===== src/rtl/clock_monitor.sv =====
// Measures the rising-edge period of a slow, asynchronous signal in the clk domain
// and reports lock, period faults and stuck-input timeouts to the control logic.
module clock_monitor #(
    parameter int EXP_PERIOD  = 4,
    parameter int TOL         = 0,
    parameter int LOCK_COUNT  = 4,
    parameter int FAIL_COUNT  = 2,
    parameter int TIMEOUT     = 16,
    parameter int CNT_W       = 16,
    parameter int SYNC_STAGES = 2
) (
    input  logic             clk,
    input  logic             reset,
    input  logic             enable,
    input  logic             mon_in,
    input  logic             clr_fault,
    output logic [CNT_W-1:0] period_out,
    output logic             period_valid,
    output logic             locked,
    output logic             fault,
    output logic             stuck,
    output logic [7:0]       error_count
);

    localparam logic [2:0] S_IDLE    = 3'd0;
    localparam logic [2:0] S_ACQUIRE = 3'd1;
    localparam logic [2:0] S_MEASURE = 3'd2;
    localparam logic [2:0] S_LOCKED  = 3'd3;
    localparam logic [2:0] S_FAULT   = 3'd4;

    localparam int GW = $clog2(LOCK_COUNT + 1);
    localparam int BW = $clog2(FAIL_COUNT + 1);

    localparam logic [CNT_W-1:0] CNT_MAX     = '1;
    localparam logic [CNT_W-1:0] PER_LO      = CNT_W'(EXP_PERIOD - TOL);
    localparam logic [CNT_W-1:0] PER_HI      = CNT_W'(EXP_PERIOD + TOL);
    localparam logic [CNT_W-1:0] TIMEOUT_CNT = CNT_W'(TIMEOUT);

    logic [SYNC_STAGES-1:0] sync_q;
    logic [2:0]             state_q, state_d;
    logic [GW-1:0]          good_cnt_q, good_cnt_d;
    logic [BW-1:0]          bad_cnt_q, bad_cnt_d;
    logic [CNT_W-1:0]       cnt_q, cnt_d;
    logic [CNT_W-1:0]       period_q, period_d;
    logic                   pv_q, pv_d;
    logic                   timeout_q, timeout_d;
    logic                   stuck_q, stuck_d;
    logic [7:0]             err_q, err_d;

    logic edge_det;
    logic measuring;
    logic period_good;
    logic good_ev;
    logic bad_ev;
    logic restart;

    // sync_q[0] is the newest sample; the edge is taken between the last two stages
    assign edge_det    = sync_q[SYNC_STAGES-2] & ~sync_q[SYNC_STAGES-1];
    assign measuring   = state_q inside {S_MEASURE, S_LOCKED, S_FAULT};
    assign period_good = (period_q >= PER_LO) && (period_q <= PER_HI);
    assign good_ev     = pv_q && period_good;
    assign bad_ev      = pv_q && !period_good;

    // State decisions act on the registered period, so locked/fault trail period_valid by one cycle.
    always_comb begin
        // NOTE: every signal driven here gets a default first, so no path can infer a latch.
        state_d    = state_q;
        good_cnt_d = good_cnt_q;
        bad_cnt_d  = bad_cnt_q;
        restart    = 1'b0;
        if (!enable) begin
            state_d    = S_IDLE;
            good_cnt_d = '0;
            bad_cnt_d  = '0;
        end else begin
            case (state_q)
                S_IDLE: state_d = S_ACQUIRE;
                S_ACQUIRE: begin
                    if (timeout_q) begin
                        state_d = S_FAULT;
                    end else if (edge_det) begin
                        state_d    = S_MEASURE;
                        good_cnt_d = '0;
                    end
                end
                S_MEASURE: begin
                    if (timeout_q) begin
                        state_d = S_FAULT;
                    end else if (good_ev) begin
                        if (good_cnt_q == GW'(LOCK_COUNT - 1)) begin
                            state_d   = S_LOCKED;
                            bad_cnt_d = '0;
                        end else begin
                            good_cnt_d = good_cnt_q + 1'b1;
                        end
                    end else if (bad_ev) begin
                        good_cnt_d = '0;
                    end
                end
                S_LOCKED: begin
                    if (timeout_q) begin
                        state_d = S_FAULT;
                    end else if (good_ev) begin
                        bad_cnt_d = '0;
                    end else if (bad_ev) begin
                        if (bad_cnt_q == BW'(FAIL_COUNT - 1)) begin
                            state_d = S_FAULT;
                        end else begin
                            bad_cnt_d = bad_cnt_q + 1'b1;
                        end
                    end
                end
                S_FAULT: state_d = S_FAULT;
                default: state_d = S_IDLE;
            endcase
            // A clear beats any event that would otherwise land (or keep) us in FAULT.
            if (clr_fault && (state_q == S_FAULT || state_d == S_FAULT)) begin
                state_d = S_ACQUIRE;
                restart = 1'b1;
            end
        end
    end

    always_comb begin
        cnt_d     = cnt_q;
        period_d  = period_q;
        pv_d      = 1'b0;
        timeout_d = 1'b0;
        stuck_d   = stuck_q;
        err_d     = err_q;
        if (!enable) begin
            cnt_d    = '0;
            period_d = '0;
            stuck_d  = 1'b0;
        end else if (state_q == S_IDLE) begin
            // The cycle leaving IDLE is the timeout reference for ACQUIRE.
            cnt_d   = CNT_W'(1);
            stuck_d = 1'b0;
        end else begin
            pv_d      = edge_det && measuring;
            timeout_d = !edge_det && !restart && (cnt_q == TIMEOUT_CNT);
            if (pv_d) begin
                period_d = cnt_q;
            end
            if (restart || edge_det) begin
                cnt_d = CNT_W'(1);
            end else if (cnt_q != CNT_MAX) begin
                cnt_d = cnt_q + 1'b1;
            end
            if (clr_fault || edge_det) begin
                stuck_d = 1'b0;
            end else if (timeout_d) begin
                stuck_d = 1'b1;
            end
            if ((bad_ev || timeout_q) && err_q != 8'hFF) begin
                err_d = err_q + 8'd1;
            end
        end
    end

    always_ff @(posedge clk) begin
        // NOTE: non-blocking assignments so every flop updates from the same pre-edge values.
        if (reset) begin
            sync_q     <= '0;
            state_q    <= S_IDLE;
            good_cnt_q <= '0;
            bad_cnt_q  <= '0;
            cnt_q      <= '0;
            period_q   <= '0;
            pv_q       <= 1'b0;
            timeout_q  <= 1'b0;
            stuck_q    <= 1'b0;
            err_q      <= '0;
        end else begin
            sync_q     <= {sync_q[SYNC_STAGES-2:0], mon_in};
            state_q    <= state_d;
            good_cnt_q <= good_cnt_d;
            bad_cnt_q  <= bad_cnt_d;
            cnt_q      <= cnt_d;
            period_q   <= period_d;
            pv_q       <= pv_d;
            timeout_q  <= timeout_d;
            stuck_q    <= stuck_d;
            err_q      <= err_d;
        end
    end

    assign period_out   = period_q;
    assign period_valid = pv_q;
    assign locked       = (state_q == S_LOCKED);
    assign fault        = (state_q == S_FAULT);
    assign stuck        = stuck_q;
    assign error_count  = err_q;

endmodule


===== config.mk =====
export PLATFORM = sky130hd
export DESIGN_NAME = clock_monitor
export DESIGN_NICKNAME = d
export VERILOG_FILES = /design/src/rtl/clock_monitor.sv
export SDC_FILE = /design/constraint.sdc
export NUM_CORES = 1
export LEC_CHECK = 0
export ABC_CLOCK_PERIOD_IN_PS = 2700
export CAP_MARGIN = 20
export CORE_MARGIN = 1.5
export CORE_UTILIZATION = 30
export DETAILED_ROUTE_END_ITERATION = 6
export REMOVE_ABC_BUFFERS = 1
export SLEW_MARGIN = 40
export SYNTH_ARGS = -nofsm -noshare
export SYNTH_HDL_FRONTEND = slang
export SYNTH_SLANG_ARGS = --single-unit

===== constraint.sdc =====
create_clock -name clk -period 2.7 [get_ports clk]
set_clock_uncertainty 0.05 [all_clocks]
set_input_delay 0.54 -clock clk [delete_from_list [all_inputs] [get_ports clk]]
set_output_delay 0.54 -clock clk [all_outputs]
set_load 0.02 [all_outputs]

== Word-level counts from Yosys, hierarchy flattened ==
Index checks and enable logic that the tools add are counted.

* Multiplexer cells: 32
* Bitwise gates (word level): 4
* Shift operators: 0
* Reductions and logical operators: 29
* Magnitude comparators: 2
* Divide/modulo/power cells: 0
* Add/sub/neg operators: 4
* Multiply operators: 0
* Eq/ne operators: 20

{| class="wikitable"
|+ Operators with widths
! operator !! count
|-
| 3-bit two-way mux || 16
|-
| 16-bit by 1-bit adder with 16-bit output (second input constant) || 1
|-
| 16-bit by 5-bit == test with 1-bit output (second input constant) || 1
|-
| 16-bit by 3-bit greater-or-equal comparator with 1-bit output (second input constant) || 1
|-
| 16-bit by 3-bit less-or-equal comparator with 1-bit output (second input constant) || 1
|-
| 16-bit != test (second input constant) || 1
|-
| 3-bit case mux with 5 select lines || 1
|-
| 2-bit two-way mux || 7
|-
| 2-bit != test (second input constant) || 5
|-
| 3-bit by 2-bit == test with 1-bit output (second input constant) || 3
|-
| 3-bit != test (second input constant) || 3
|-
| 8-bit by 1-bit adder with 8-bit output (second input constant) || 1
|-
| 1-bit logical AND || 8
|-
| 8-bit != test (second input constant) || 1
|-
| 4-bit OR reduction || 2
|-
| 7-bit AND reduction || 1
|-
| 3-bit == test (second input constant) || 2
|-
| 1-bit two-way mux || 6
|-
| 3-bit case mux with 2 select lines || 1
|-
| 6-bit AND reduction || 1
|-
| 3-bit nonzero test || 2
|-
| 3-bit OR reduction || 2
|-
| 1-bit logical OR || 4
|-
| 2-bit case mux with 2 select lines || 1
|-
| 14 further kinds || 19
|}

* Logic and storage cells: 103
* Bits in latches: 0
* Memory bits (read-only): 0
* Register bits: 53
* RAM bits: 0
* Memories kept: 0

== Depth between registers and ports, before layout ==
Gate-level depths: netlist of run 1.

* Depth in word-level cells: 17
* Mapped depth: 8
* Depth with buffers taken out: 6

== Least setup slack after synthesis of run 1 ==
OpenSTA, ideal clock, no wires.

* Kind: reg-to-reg
* Start: register state_q[2]
* End: register period_q[10] (netlist: period_out[10])
* Arrival: 1,797 ps
* Setup time: 128 ps
* Data required time: 2,522 ps
* Stages on the path, launching flop included: 8
* Slack: 725 ps
* Period minus slack after synthesis: 1,975 ps
* Path through: dfxtp_1 buf_2 nor3b_1 o21ai_0 buf_2 buf_2 mux2i_1 nor2_1

* Cells in the longest elaborated chain, start to end: 4
* Elaborated cells between the ends (all ways): 8

{| class="wikitable"
|+ Ends and longest elaborated chain
! element !! line !! RTL
|-
| start, declared || 40 || <nowiki>logic [2:0] state_q, state_d;</nowiki>
|-
| start signal, assigned || 176 || <nowiki>state_q <= state_d;</nowiki>
|-
| 3-bit == test || - ||
|-
| net fault || 20 || <nowiki>output logic fault,</nowiki>
|-
| 3-bit nonzero test || 59 || <nowiki>assign measuring = state_q inside {S_MEASURE, S_LOCKED, S_FAULT};</nowiki>
|-
| 1-bit logical AND || 140 || <nowiki>pv_d = edge_det && measuring;</nowiki>
|-
| 2-bit AND reduction (no line) || - ||
|-
| end signal, assigned || 180 || <nowiki>period_q <= period_d;</nowiki>
|-
| end, declared || 44 || <nowiki>logic [CNT_W-1:0] period_q, period_d;</nowiki>
|}

The timed path passes the listed nets, and every way through them passes these cells.
A chain may end at the register's enable or synchronous reset.

== Final worst setup path of run 1 ==
* Start: register state_q[1]
* End: output locked

* Cells in the longest elaborated chain, start to end: 1

{| class="wikitable"
|+ Ends and longest elaborated chain
! element !! line !! RTL
|-
| 3-bit by 2-bit == test with 1-bit output || 190 || <nowiki>assign locked = (state_q == S_LOCKED);</nowiki>
|-
| end, declared || 19 || <nowiki>output logic locked,</nowiki>
|}

No other way between the ends.

==> impl_results.md, run 1 <==
* Design area at 3080 sq um
* DIE WIDTH at 95.6 um
* Clk sink count at 53
* Cell taking the most area after synthesis: dfxtp_1
* Detailed placement HPWL at 4070 um
* Crit path kind: reg -> out
* Synth Register Bits at 53
* Final slew viol count at 0
* Commonest non-fill, non-tap cells in the layout: dfxtp_1 (53), nor2_1 (45), clkdlybuf4s50_1 (32)
* Max Buffers Root-to-Sink at 2
* Total power at 1.27 mW
* Layout cells sized above 1 at 8.18%
* Num rows at 33
* Vias in the first global route at 2048
* H-tree depth at 2
* Post-Synthesis Cells at 286
* Fill count at 884
* Met1 Wirelength at 2830 um
* WL met3 at 273 um
* Most common library cell in the layout ignoring fill and taps: dfxtp_1
* Async SR Flop Fraction at 0%
* DR top layer: met4
* Number of synthesized flops with an enable pin at 0
* LEAKAGE at 1.13 nW
* CTS resizes at 0
* Synth top area share at 41.2%
* Clock buffer count from CTS at 5
* P per Cell Area at 414 nW/um^2
* Skew-Pair Late Insertion Delay at 310 ps
* Hold Crit Class: reg -> reg
* Yosys Warn Count at 0
* PortBufs at 32
* Worst Path Max Fanout at 13
* CTS tree: built
* Post-synth cell types at 55
* Tot GR Track Use at 13.5%
* First DRT Iteration DRCs at 95
* Core Region at 8260 sq um
* # DRC at 0
* Final hold violations at 0
* Cell Area, Placed at 3000 sq um
* Endpoint type of the worst setup path: output pin
* Fin crit share at 93.7%
* Vias per inst at 5.08
* Final WL at 5770 um
* Clock transition at path regs at 90 ps
* Ranking of synthesized cells by area: dfxtp_1 (41%), nor2_1 (6.6%), mux2i_1 (6.2%)
* Routed vias at 2148
* Post-Syn Area at 2570 sq um
* Min Tclk post-route at 2530 ps
* Global-route wire length before repair at 9630 um
* Synthesized area per cell at 8.99 sq um
* Status: finished clean
* Hold-fix buffers at CTS at 0
* # IOs at 33
* Min Hold Slack at 421 ps
* Drt pass-1 iters at 4
* Die area at 9140 sq um
* Setup_tns at 0 ps
* VDD IR max at 0.000223 V
* Routed length per instance at 13.6 um
* Area Growth Syn to Fin at 19.6%
* Die height at 95.6 um
* Starting Density at 31.2%
* Seq/Total Area, Yosys at 41.2%
* Critical Path RT at 2110 ps
* Grt ovf at 0
* Top_reg_cell synth: dfxtp_1
* Diodes inserted at 0
* Max-cap violations at 0
* Final nets at 328
* Max Freq at 395 MHz
* Detail Route Antenna Nets at 0
* Final setup fails at 0
* Crit path DAT at 1940 ps
* Initial antenna violation count at 0
* Routability Congestion at 0.782
* Worst Tran Pin Value at 678 ps
* Slew HR at 54.8%
* RSZ-0062 raised after global routing: false
* Largest net degree at the start of global routing at 26
* Nature of the critical path startpoint: register
* Root Buffer Master: clkbuf_8
* Post-CTS setup buffer count at 0
* Met2 wire len at 2600 um
## path summary, 6_finish.rpt
check | start | endpoint | slack, ps | depth (start not counted)
hold / removal | good_cnt_q[2] | good_cnt_q[2] | 420 | 1
hold reg to reg | good_cnt_q[2] | good_cnt_q[2] | 420 | 1
setup / recovery | state_q[1] | locked | 170 | 3
setup reg to reg | period_out[8] | cnt_q[2] | 540 | 5
## kinds of logic (layout without fill, tap and decap cells)
kind of cell | Yosys count | count (layout) | synth area share [%]
simple gates | 120 | 120 | 24.8
mux | 16 | 16 | 6.23
buf+inv | 23 | 55 | 4.18
compound gates | 54 | 54 | 15.9
flops | 53 | 53 | 41.2
fa+ha+maj | 7 | 7 | 3.31
xor+xnor | 13 | 13 | 4.43
## worst max-delay path, stage by stage, from the launching register on
cell,delay [ps]
dfxtp_1,560
nor2b_1,280
and2_1,190
clkdlybuf4s50_1,600
## synth_stat cells (2+ instances only)
master,n
or2_2,3
mux2i_1,16
nor4_1,5
o31ai_1,2
a21oi_1,10
inv_1,10
buf_2,5
o211ai_1,6
buf_6,2
o21ai_0,9
a211oi_1,2
o2bb2ai_1,4
or3_1,2
o21a_1,2
nor3_1,10
nor2b_1,7
nand2_1,11
xor2_1,11
a31oi_1,3
o32ai_1,2
a41oi_2,2
nor3b_1,2
nor2_1,45
ha_1,6
xnor2_1,2
nand3_1,4
and4_1,4
dfxtp_1,53
clkbuf_1,6
nand2b_1,4
and3_1,6
nand4_1,5
o2111ai_1,2
nor4b_1,2
## layout make-up
type | instances | area (sq um) | share of cell area, %
inverter | 10 | 37.5 | 1.22
tap | 105 | 131 | 4.27
clock buffer | 6 | 72.6 | 2.36
sequential | 53 | 1060 | 34.5
clock inverter | 2 | 10.0 | 0.325
timing repair buffer | 37 | 358 | 11.6
multi-input combinational | 210 | 1410 | 45.7
## metal layers
layer  vias up  GRT usage (%)
li1       1092              -
met1       996           17.3
met2        53           21.8
met3         7           3.19
met4         0           5.02
met5         -              0
## state kept, by name (all words and copies together), names as in the netlist
| name | flops |
|---|---|
| bad_cnt_q | 2 |
| cnt_q | 16 |
| error_count | 8 |
| good_cnt_q | 3 |
| period_out | 16 |
| period_valid | 1 |
| state_q | 3 |
| stuck | 1 |
| sync_q | 2 |
| timeout_q | 1 |
## per-stage QoR
| step | instances | utilization [%] | setup slack, ps |
|---|---|---|---|
| floorplan | 273 | - | -313 |
| global placement | 415 | 36.3 | 394 |
| detailed placement | 415 | 36.3 | 355 |
| CTS | 423 | 37.3 | 171 |
| global route | 423 | 37.3 | 18.7 |
| finish | 423 | 37.3 | 171 |
## power breakdown
part	total, mW	internal, mW	switching (mW)
combinational	0.0420	0.0176	0.0244
clock	0.440	0.181	0.260
sequential	0.791	0.785	0.00648
No activity file was read; power rests on OpenSTA's default activity.
==> inputs of run 2 (changes only) <==
Settings changed: MAX_ROUTING_LAYER from default to met4.
==> run 2 against run 1 <==
Net effect:
- combinational power is essentially flat
- clock power barely moved
- setup slack about the same
- via count up 0.14%
- final area unchanged
- sequential share of layout area did not move
- register-to-register slack is essentially flat
- global-route usage increased by 0.40 points
- routed wire length about the same
- final cell count is the same
- power barely moved
==> impl_results.md, run 2 (same netlist as run 1, synthesis figures left out) <==
* Final core occ at 37.3% (unchanged)
* Num rows at 33 (unchanged)
* Setup_tns at 0 ps (unchanged)
* Final hold violations at 0 (unchanged)
* Final slew viol count at 0 (unchanged)
* Max Freq at 395 MHz (about the same)
* Layout cells sized above 1 at 8.18% (unchanged)
* Crit-path max cell delay at 600 ps (about the same)
* H-tree depth at 2 (unchanged)
* Starting Density at 31.2% (unchanged)
* Tot GR Track Use at 13.9% (+0.40 points)
* First DRT Iteration DRCs at 90 (-5.3%)
* Reg2Reg Depth at 5 (unchanged)
* Min Hold Slack at 422 ps (+0.149 ps)
* Final WL at 5770 um (about the same)
* Die height at 95.6 um (unchanged)
* RSZ-0062 raised after global routing: false
* Most common library cell in the layout ignoring fill and taps: dfxtp_1
* Crit path kind: reg -> out
* Max-cap violations at 0 (unchanged)
* Clock transition at path regs at 100 ps (about the same)
* Skew-Pair Late Insertion Delay at 310 ps (about the same)
* Area Growth Syn to Fin at 19.6% (unchanged)
* VDD IR max at 0.000221 V (-0.76%)
* DIE WIDTH at 95.6 um (unchanged)
* Routed length per instance at 13.6 um (about the same)
* Total power at 1.27 mW (about the same)
* Largest net degree at the start of global routing at 26 (unchanged)
* Design area at 3080 sq um (unchanged)
* Root Buffer Master: clkbuf_8
* Endpoint type of the worst setup path: output pin
* Min Tclk post-route at 2530 ps (+0.474 ps)
* Max Buffers Root-to-Sink at 2 (unchanged)
* Critical Path RT at 2110 ps (about the same)
* Cell Area, Placed at 3000 sq um (unchanged)
* Slew HR at 54.7% (-0.11 points)
* Reg-to-reg critical path endpoint: cnt_q[2]
* P per Cell Area at 413 nW/um^2 (about the same)
* # IOs at 33 (unchanged)
* LEAKAGE at 1.13 nW (unchanged)
* Clock buffer count from CTS at 5 (unchanged)
* # DRC at 0 (unchanged)
* Hold Crit Class: reg -> reg
* Setup crit end: locked
* Routed vias at 2151 (+0.14%)
* Reg2reg start: period_out[8]
* Initial antenna violation count at 0 (unchanged)
* Worst Tran Pin Value at 679 ps (+1.66 ps)
* Diodes inserted at 0 (unchanged)
* Status: finished clean
* Fin crit share at 93.7% (about the same)
* Final setup fails at 0 (unchanged)
* PortBufs at 32 (unchanged)
* Routability Congestion at 0.793 (+1.4%)
* Fill count at 884 (unchanged)
* Crit path launch: state_q[1]
* Global-route wire length before repair at 9650 um (+0.22%)
* Crit path DAT at 1940 ps (about the same)
* Die area at 9140 sq um (unchanged)
* Core Region at 8260 sq um (unchanged)
* CTS tree: built
* Reg2Reg Setup Slack at 540 ps (about the same)
* Clk sink count at 53 (unchanged)
* Hold-fix buffers at CTS at 0 (unchanged)
* Post-CTS setup buffer count at 0 (unchanged)
* Drt pass-1 iters at 4 (unchanged)
* Crit path max-delay cell type: clkdlybuf4s50_1
* Grt ovf at 0 (unchanged)
* Detail Route Antenna Nets at 0 (unchanged)
* CTS resizes at 0 (unchanged)
* Vias per inst at 5.09 (+0.14%)
* Worst Path Max Fanout at 13 (unchanged)
* Commonest non-fill, non-tap cells in the layout: dfxtp_1 (53), nor2_1 (45), clkdlybuf4s50_1 (32)
* Nature of the critical path startpoint: register
* CP Cell Sequence: nor2b_1, and2_1, clkdlybuf4s50_1
* Detailed placement HPWL at 4070 um (unchanged)
* Vias in the first global route at 2046 (-0.098%)
* Final nets at 328 (unchanged)
-- run 2: cell counts in the layout (fill, tap and decap cells not counted) --
Identical to the previous run, type by type.
-- run 2: power breakdown --
group / internal (mW) / switching, mW / total, mW
clock: 0.181 / 0.259 / 0.439
sequential: 0.785 / 0.00645 / 0.791
combinational: 0.0176 / 0.0245 / 0.0421
-- run 2: final cells by class --
type,count,area (sq um),share of cell area [%]
well taps,105,131,4.27
multi-input cells,210,1410,45.7
flip-flops and latches,53,1060,34.5
inverters,10,37.5,1.22
clock buffers,6,72.6,2.36
clock inverters,2,10.0,0.325
repair buffers,37,358,11.6
-- run 2: worst min-delay path by stage --
stage,from,end,depth (start not counted)
finish,good_cnt_q[2],good_cnt_q[2],1
floorplan,good_cnt_q[2],good_cnt_q[2],1
CTS,good_cnt_q[2],good_cnt_q[2],1
global route,good_cnt_q[1],good_cnt_q[1],1
detailed placement,good_cnt_q[2],good_cnt_q[2],1
global placement,good_cnt_q[2],good_cnt_q[2],1
-- run 2: critical path, delay by kind of cell (launching register included) --
kind	cells	cell delay (ps)
buffers and inverters	1	600
DFF	1	560
and+or+nand+nor	2	470
-- run 2: through the flow --
step                std cells  setup WS [ps]
floorplan                 273           -313
global placement          415            394
detailed placement        415            355
CTS                       423            171
global route              423           18.7
finish                    423            171
-- run 2: per-layer routing --
metal | global-route usage [%] | vias to the layer above | part of all wire, % | wire length (um)
met2 | 21.7 | 52 | 45 | 2620
met4 | 5.02 | 0 | 0.90 | 52
li1 | - | 1093 | - | -
met5 | - | - | 0 | 0
met3 | 2.95 | 7 | 4.4 | 256
met1 | 17.5 | 999 | 49 | 2840
